## src/rtl/sid_bus_pkg.sv

```systemverilog
// Shared types and constants for the SID bus bridge: parser states, FIFO entry
// layout and byte-format constants.
package sid_bus_pkg;

    localparam int HDR_FLAG_BIT = 7;
    localparam int SID_ADDR_W   = 5;
    localparam int SID_DATA_W   = 8;
    localparam int ENTRY_W      = SID_ADDR_W + SID_DATA_W;

    typedef enum logic [0:0] {
        IDLE = 1'b0,
        HDR  = 1'b1
    } parse_state_t;

    typedef struct packed {
        logic [SID_ADDR_W-1:0] addr;
        logic [SID_DATA_W-1:0] data;
    } fifo_entry_t;

endpackage

```

## src/rtl/sid_bus_fifo.sv

```systemverilog
// Synchronous FIFO holding decoded SID writes. A push into a full FIFO is only
// accepted when a pop happens in the same cycle; pointers wrap modulo DEPTH.
module sid_bus_fifo
    import sid_bus_pkg::*;
#(
    parameter int DEPTH = 16
) (
    input  logic                     CLK,
    input  logic                     RST,
    input  logic                     push,
    input  logic [ENTRY_W-1:0]       push_data,
    input  logic                     pop,
    output logic [ENTRY_W-1:0]       pop_data,
    output logic [$clog2(DEPTH):0]   level
);

    localparam int AW = $clog2(DEPTH);
    localparam logic [AW:0] FULL_LVL = (AW+1)'(DEPTH);

    logic [ENTRY_W-1:0] mem [DEPTH];
    logic [AW-1:0]      wr_ptr;
    logic [AW-1:0]      rd_ptr;
    logic [AW:0]        level_q;
    logic               full;
    logic               empty;
    logic               push_ok;
    logic               pop_ok;

    always_comb begin
        empty   = (level_q == '0);
        full    = (level_q == FULL_LVL);
        pop_ok  = pop & ~empty;
        push_ok = push & (~full | pop_ok);
    end

    always_ff @(posedge CLK) begin
        if (push_ok) begin
            mem[wr_ptr] <= push_data;
        end
    end

    always_ff @(posedge CLK) begin
        if (RST) begin
            wr_ptr  <= '0;
            rd_ptr  <= '0;
            level_q <= '0;
        end else begin
            if (push_ok) begin
                wr_ptr <= wr_ptr + 1'b1;
            end
            if (pop_ok) begin
                rd_ptr <= rd_ptr + 1'b1;
            end
            case ({push_ok, pop_ok})
                2'b10:   level_q <= level_q + 1'b1;
                2'b01:   level_q <= level_q - 1'b1;
                default: level_q <= level_q;
            endcase
        end
    end

    assign pop_data = mem[rd_ptr];
    assign level    = level_q;

endmodule

```

## src/rtl/sid_bus_bridge.sv

```systemverilog
// SPI-byte to SID register-write bridge: pairs header/data bytes, queues them and
// drains one write per SID clock enable. Status ports exist with SID_BRIDGE_STATUS_EN.
module sid_bus_bridge
    import sid_bus_pkg::*;
#(
    parameter int DEPTH = 16
) (
    input  logic                     CLK,
    input  logic                     RST,
    input  logic [7:0]               RX_DATA,
    input  logic                     RX_VALID,
    input  logic                     CLKEN,
    output logic                     WR,
    output logic [4:0]               ADDR,
    output logic [7:0]               DATAW,
    output logic [$clog2(DEPTH):0]   LEVEL
`ifdef SID_BRIDGE_STATUS_EN
    ,
    output logic                     OVERFLOW,
    output logic                     PROTO_ERR,
    output logic [7:0]               ERR_COUNT,
    input  logic                     CLR_ERR
`endif
);

    localparam int LW = $clog2(DEPTH) + 1;

    parse_state_t          state_p0;
    logic [SID_ADDR_W-1:0] addr_p0;
    logic [1:0]            hi_p0;
    logic                  is_hdr;
    logic                  push_req;
    logic                  pop_en;
    fifo_entry_t           push_word;
    fifo_entry_t           pop_word;
    logic [LW-1:0]         fifo_level;
    logic                  wr_p1;
    logic [SID_ADDR_W-1:0] addr_p1;
    logic [SID_DATA_W-1:0] dataw_p1;

    // Stage 0: byte parser
    always_comb begin
        is_hdr         = RX_DATA[HDR_FLAG_BIT];
        push_req       = RX_VALID & ~is_hdr & (state_p0 == HDR) & ~RST;
        pop_en         = CLKEN & (fifo_level != '0) & ~RST;
        push_word.addr = addr_p0;
        push_word.data = {hi_p0, RX_DATA[5:0]};
    end

    always_ff @(posedge CLK) begin
        if (RST) begin
            state_p0 <= IDLE;
        end else if (RX_VALID) begin
            state_p0 <= is_hdr ? HDR : IDLE;
        end
    end

    // A header always overwrites the latch, so a repeated header replaces the pending one.
    always_ff @(posedge CLK) begin
        if (RX_VALID && is_hdr) begin
            addr_p0 <= RX_DATA[6:2];
            hi_p0   <= RX_DATA[1:0];
        end
    end

    sid_bus_fifo #(
        .DEPTH (DEPTH)
    ) u_fifo (
        .CLK       (CLK),
        .RST       (RST),
        .push      (push_req),
        .push_data (push_word),
        .pop       (pop_en),
        .pop_data  (pop_word),
        .level     (fifo_level)
    );

    // Stage 1: SID write register, loaded on the pop cycle and held between writes
    always_ff @(posedge CLK) begin
        if (RST) begin
            wr_p1    <= 1'b0;
            addr_p1  <= '0;
            dataw_p1 <= '0;
        end else begin
            wr_p1 <= pop_en;
            if (pop_en) begin
                addr_p1  <= pop_word.addr;
                dataw_p1 <= pop_word.data;
            end
        end
    end

    assign WR    = wr_p1;
    assign ADDR  = addr_p1;
    assign DATAW = dataw_p1;
    assign LEVEL = fifo_level;

`ifdef SID_BRIDGE_STATUS_EN
    localparam logic [LW-1:0] FULL_LVL = LW'(DEPTH);

    logic       proto_evt;
    logic       ovf_evt;
    logic       any_evt;
    logic       overflow_q;
    logic       proto_q;
    logic [7:0] err_cnt_q;

    function automatic logic [7:0] sat_inc8(input logic [7:0] v);
        return (v == 8'hFF) ? v : v + 8'd1;
    endfunction

    always_comb begin
        proto_evt = RX_VALID & ~RST &
                    (((state_p0 == IDLE) & ~is_hdr) | ((state_p0 == HDR) & is_hdr));
        ovf_evt   = push_req & (fifo_level == FULL_LVL) & ~pop_en;
        any_evt   = proto_evt | ovf_evt;
    end

    // A new error wins over a same-cycle clear.
    always_ff @(posedge CLK) begin
        if (RST) begin
            overflow_q <= 1'b0;
            proto_q    <= 1'b0;
            err_cnt_q  <= '0;
        end else begin
            overflow_q <= (overflow_q & ~CLR_ERR) | ovf_evt;
            proto_q    <= (proto_q & ~CLR_ERR) | proto_evt;
            if (any_evt) begin
                err_cnt_q <= CLR_ERR ? 8'd1 : sat_inc8(err_cnt_q);
            end else if (CLR_ERR) begin
                err_cnt_q <= '0;
            end
        end
    end

    assign OVERFLOW  = overflow_q;
    assign PROTO_ERR = proto_q;
    assign ERR_COUNT = err_cnt_q;
`endif

endmodule

```

## config.mk

```make
export PLATFORM = sky130hd
export DESIGN_NAME = sid_bus_bridge
export DESIGN_NICKNAME = d
export VERILOG_FILES = /design/src/rtl/sid_bus_pkg.sv /design/src/rtl/sid_bus_fifo.sv /design/src/rtl/sid_bus_bridge.sv
export SDC_FILE = /design/constraint.sdc
export NUM_CORES = 1
export LEC_CHECK = 0
export ABC_AREA = 1
export ABC_CLOCK_PERIOD_IN_PS = 2600
export CORE_MARGIN = 2
export CORE_UTILIZATION = 60
export DETAILED_ROUTE_END_ITERATION = 12
export GPL_TIMING_DRIVEN = 0
export PLACE_DENSITY = 0.75
export SETUP_SLACK_MARGIN = 0.2
export SYNTH_ARGS = -nofsm -noshare
export SYNTH_HDL_FRONTEND = slang
export SYNTH_SLANG_ARGS = --single-unit
```

## constraint.sdc

```tcl
create_clock -name CLK -period 2.6 [get_ports CLK]
set_clock_uncertainty 0.05 [all_clocks]
set_input_delay 0.65 -clock CLK [delete_from_list [all_inputs] [get_ports CLK]]
set_output_delay 0.65 -clock CLK [all_outputs]
set_load 0.01 [all_outputs]
```

## After elaboration in Yosys (flattened, before gate mapping)

Memory sizes are Yosys's and may differ from the RTL's. A register that Yosys moved wholly into a read port is not among the register bits.
Cells that the tools add are included.
W data, S select, Z words.

| storage, ports and cells | value |
|---|---|
| memories | 1 |
| input port bits | 12 |
| RAM bits | 208 |
| register bits | 22 |
| word-level logic and storage cells | 35 |
| output and inout bits | 19 |

| operators by class | value |
|---|---|
| muxes and demuxes | 4 |
| equal/unequal tests | 3 |
| $add $sub $neg | 4 |
| reduce and logical (&&, ||, !) cells | 4 |
| bitwise logic cells | 12 |

Memories:

| name | depth | bits a word | read ports | clocked after memory_dff | wr ports | RTL line | RTL |
|---|---|---|---|---|---|---|---|
| u_fifo.mem | 16 | 13 | 1 | 1 | 1 | sid_bus_fifo.sv:20 | `logic [ENTRY_W-1:0] mem [DEPTH];` |

Operator list:

| kind | count |
|---|---|
| $pmux W5 S2 | 1 |
| $add A4 B1 Y4 const B | 2 |
| $and A1 B1 Y1 | 7 |
| $add A5 B1 Y5 const B | 1 |
| $eq A5 B5 Y1 const B | 1 |
| $logic_not A5 Y1 | 1 |
| $reduce_bool A5 Y1 | 1 |
| $sub A5 B1 Y5 const B | 1 |
| $not A1 Y1 | 4 |
| $mux W1 | 3 |
| $eq A2 B1 Y1 const B | 1 |
| $eq A2 B2 Y1 const B | 1 |
| $reduce_bool A2 Y1 | 1 |
| $logic_and A1 B1 Y1 | 1 |
| $or A1 B1 Y1 | 1 |

## Longest topological paths before layout

| logic depth | value |
|---|---|
| depth in word-level cells | 8 |
| depth in mapped cells | 13 |
| depth with buffers taken out | 12 |

## Cells and area by module

Synthesis repeated with hierarchy kept, for this count alone.

| second synthesis, totals | value |
|---|---|
| cells, all modules | 897 |
| area total of the unflattened synthesis | 10336.2 um^2 |

Modules (own cells, without submodules):

| module | area each (um^2) | instances | cells an instance |
|---|---|---|---|
| sid_bus_fifo | 9396.5 | 1 | 789 |
| sid_bus_bridge | 939.7 | 1 | 108 |

## Worst setup path after synthesis

No wires, ideal clock.

| timing path | value |
|---|---|
| path kind | input to register |
| from | input port CLKEN |
| to | memory u_fifo.mem[11][0] (netlist bit) (enable) |
| path buffers | 0 |
| path slack | 0.361 ns |
| data required time | 2.168 ns |
| data arrival time | 1.807 ns |
| cell stages on the path | 8 |
| path through | inv_1 -> nor2_2 -> nor2_1 -> nand2_1 -> nand2_2 -> nor2_1 -> nand2_1 -> nor2_1 |

| on the way | value |
|---|---|
| cells in the longest elaborated chain, start to end | 7 |

Ends and longest elaborated chain:

| element | RTL line | RTL |
|---|---|---|
| start, declared | sid_bus_bridge.sv:12 | `input logic CLKEN,` |
| $and A1 B1 Y1 (2 in series) | sid_bus_bridge.sv:45 | `pop_en = CLKEN & (fifo_level != '0) & ~RST;` |
| $and A1 B1 Y1 | sid_bus_fifo.sv:32 | `pop_ok = pop & ~empty;` |
| $or A1 B1 Y1 | sid_bus_fifo.sv:33 | `push_ok = push & (~full \| pop_ok);` |
| $and A1 B1 Y1 | sid_bus_fifo.sv:33 |  |
| $mux W1 | sid_bus_fifo.sv:37 | `if (push_ok) begin` |
| $mux W1 (implied by the code) | sid_bus_fifo.sv:38 | `mem[wr_ptr] <= push_data;` |
| end, declared | sid_bus_fifo.sv:20 |  |

No other way between the ends.

## Worst setup path after layout

| timing path | value |
|---|---|
| from | input port CLKEN |
| to | memory u_fifo.mem[2][12] (netlist bit) (enable) |

The elaborated chain is that of the path after synthesis.

==> metrics.md <==
| Metric | Value |
|---|---|
| Port bufs | 30 |
| Antenna violations before repair | 1 |
| Worst slack, placed | -0.953 ns |
| Die Ht | roughly 140 um |
| Reg power frac | 0.483 |
| Leakage | 0.00506 uW |
| Pint | just under 7000 uW |
| CP arrival | 2.57 ns |
| Peak VDD IR | between 600 and 700 uV |
| Status | complete, no violations |
| First-pass DRT Iterations | 5 |
| Worst-path fanout max | 13 |
| FMAX | about 0.4 GHz |
| DIE WIDTH | between 100 and 150 um |
| Switch share | 0.252 |
| Final worst setup slack | 0.130 ns |
| Initial Util | 0.607 |
| Gr ovfl total | 0 |
| CTS Buf Count | 26 |
| Combinational share of power | 0.131 |
| Yosys cell types | 25 |
| Row Count | 48 |
| H-tree depth | 1 |
| Placed insts | between 1000 and 1500 |
| Syn Area/Cell | 10.1 um2 |
| Synth warnings | 0 |
| Detailed-route via count | ~7300 |
| Flops & latches, synth | ~240 |
| Crit-path cells | clkdlybuf4s50_1 -> inv_1 -> nor2_2 -> nor2_1 -> nand2_1 -> nand2_2 -> inv_2 -> nand2_1 -> nor2_2 |
| GR Util All Layers | 0.282 |
| Fill cells | 1219 |
| N_diodes | 0 |
| Detailed Place HPWL | about 16 mm |
| Ys flop type | edfxtp_1 |
| Slew Limit Fails | 0 |
| Final ANT Viol Nets | 0 |
| Endpoints failing hold | 0 |
| Layout cells sized above 1 | 0.0903 |
| # setup viols final | 0 |
| CP Launch Type | input port |
| Post-synth EDFFs | around 220 |
| WP buf/inv | 3 |
| Slowest Stage Delay on Critical Path | approximately 0.64 ns |
| Synth-to-layout area growth | 16.3% |
| Multi-input combinational cell area | 0.00270 mm2 |
| Gpl congestion | 0.897 |
| Reg area | roughly 0.0070 mm2 |
| Register-to-Register Path Depth | 8 |
| Commonest non-fill, non-tap cells in the layout | nand2_1 (380), edfxtp_1 (215), nand3_1 (155) |
| Nets | around 1100 |
| Max-slew headroom | 0.357 |
| Detailed-route DRC error count | 0 |
| First-pass GRT wire length | 38.0 mm |
| Cell with the largest stage delay on the worst path | nor2_2 |
| Number of global-route vias before repair | just over 7000 |
| Final std cells w/o fill | 1344 |
| Total Wirelength | 25.4 mm |
| Die Area | 0.0184 mm2 |
| CTS Root Cell | clkbuf_16 |
| Clock sinks | 243 |
| MaxCap Viol Count | 0 |
| Unrepaired setup endpoints after global routing | true |
| Clock slew at reported path FFs | 0.06 ns |
| CTS tree | done |
| Worst Hold Class | reg2reg |
| Syn Std Cell Area | 0.0104 mm2 |
| Max Buffers Root-to-Sink | 3 |
| Via density | ~5.4 |
| Top Family by Delay on Critical Path | simple AND/OR/NAND/NOR gates |
| Logic depth of the worst path, buffers included | 9 |
| DR WL/cell | about 19 um |
| Clk pwr share | 0.386 |
| Minimum clock period | 2.47 ns |
| Largest net degree at the start of global routing | 18 |
| Starting DRC count in detailed routing | 826 |
| Final worst-path cycle share | 0.950 |
| Clock Latency Late Sink | approximately 0.52 ns |
| IO Pins | 31 |
| Setup CP Type | in2reg |
| CORE AREA | 0.0171 mm2 |
| WP data required | about 2.7 ns |
| Post-synthesis sequential area ratio | 0.675 |
| Fraction of registers with async set/reset | 0 |
| Hold depth | 2 |
| Net Sw Power | roughly 2300 uW |
| Power Density | 759 mW/mm2 |
| Most common cell after layout, fill and taps aside | nand2_1 |
| Synthesized instance count | between 1000 and 1500 |
| Syn_nets | approximately 1100 |
| CP endpoint kind | flop |
| Worst-margin pin slew | just under 1 ns |
## cell usage after synthesis (3+ instances only)
cell type,instances,area [um2]
inv_1,135,507
buf_2,16,80.1
clkbuf_1,12,45.0
o21ai_0,4,20.0
a21oi_1,15,75.1
dfxtp_1,28,561
xor2_1,3,26.3
buf_1,6,22.5
nor2_1,26,97.6
nand3_1,155,776
ha_1,8,100
inv_2,4,15.0
nand2_1,380,1430
buf_4,12,90.1
edfxtp_1,215,6460
## cell type report
| class | instances | share of cell area |
|---|---|---|
| Multi-Input combinational cell | 600 | 0.223 |
| Buffer | 47 | 0.0211 |
| Inverter | 140 | 0.0435 |
| Clock inverter | 15 | 0.0106 |
| Timing Repair Buffer | 41 | 0.0399 |
| Tap cell | 225 | 0.0233 |
| Sequential cell | 243 | 0.580 |
| Clock buffer | 33 | 0.0578 |
## cell families (layout without fill, tap and decap cells)
| logic type | Yosys count | after routing | synth area share |
|---|---|---|---|
| buf+inv | 187 | 276 | 0.0745 |
| xor+xnor | 4 | 4 | 0.00337 |
| flops | 243 | 243 | 0.675 |
| fa+ha+maj | 9 | 9 | 0.0116 |
| simple gates | 567 | 567 | 0.225 |
| compound gates | 20 | 20 | 0.00987 |
## power by group through the flow
stage	clock, uW	combinational [uW]	sequential, uW
finish	3540	1200	4430
global route	3730	1310	4440
CTS	3570	1190	4430
detailed placement	0	1180	4510
global placement	0	1150	4510
floorplan	0	675	4510
## state kept, by name (all words and copies together) (netlist names)
name,flops
u_fifo.mem,208
DATAW,8
ADDR,5
addr_p0,5
u_fifo.level,5
u_fifo.rd_ptr,4
u_fifo.wr_ptr,4
hi_p0,2
WR,1
state_p0,1
## per-layer routing
layer	vias to the layer above	part of all wire	global-route usage
li1	3489	-	-
met1	3416	0.39	0.360
met2	304	0.50	0.481
met3	79	0.072	0.0404
met4	0	0.046	0.128
met5	-	0	0
## through the flow
step	area, um2	total power (uW)	hold slack [ns]	setup TNS [ns]	util
2_1_floorplan	10400	5190	0.383	0	-
3_3_place_gp	11000	5660	0.400	-167.94	0.641
3_5_place_dp	11000	5690	0.405	-176.07	0.641
4_1_cts	12100	9190	0.414	0	0.706
5_1_grt	12100	9480	0.429	0	0.706
6_report	12100	9180	0.412	0	0.706
## what timing repair did
item	in CTS	in global routing
gates resized for setup	29	3
endpoints found under the setup margin	210	53
endpoints found under the hold margin	0	0
buffers inserted	11	0
pin swaps	8	0
hold buffers	0	0
## path summary, 6_finish.rpt
kind | start | endpoint | slack, ns
setup / recovery | CLKEN | u_fifo.mem[2][12]$_DFFE_PP_ | 0.13
hold / removal | state_p0$_SDFFE_PP0P_ | state_p0$_SDFFE_PP0P_ | 0.41
setup reg to reg | u_fifo.level[1]$_SDFFE_PP0P_ | u_fifo.mem[2][12]$_DFFE_PP_ | 0.35
hold reg to reg | state_p0$_SDFFE_PP0P_ | state_p0$_SDFFE_PP0P_ | 0.41
## tightest hold or removal path, delay by kind of cell (launching register included)
| family | cells | cell delay (ns) |
|---|---|---|
| AOI/OAI and AO/OA | 1 | 0.05 |
| and+or+nand+nor | 1 | 0.06 |
| DFF | 1 | 0.31 |
(Power assumes the default switching activity.)
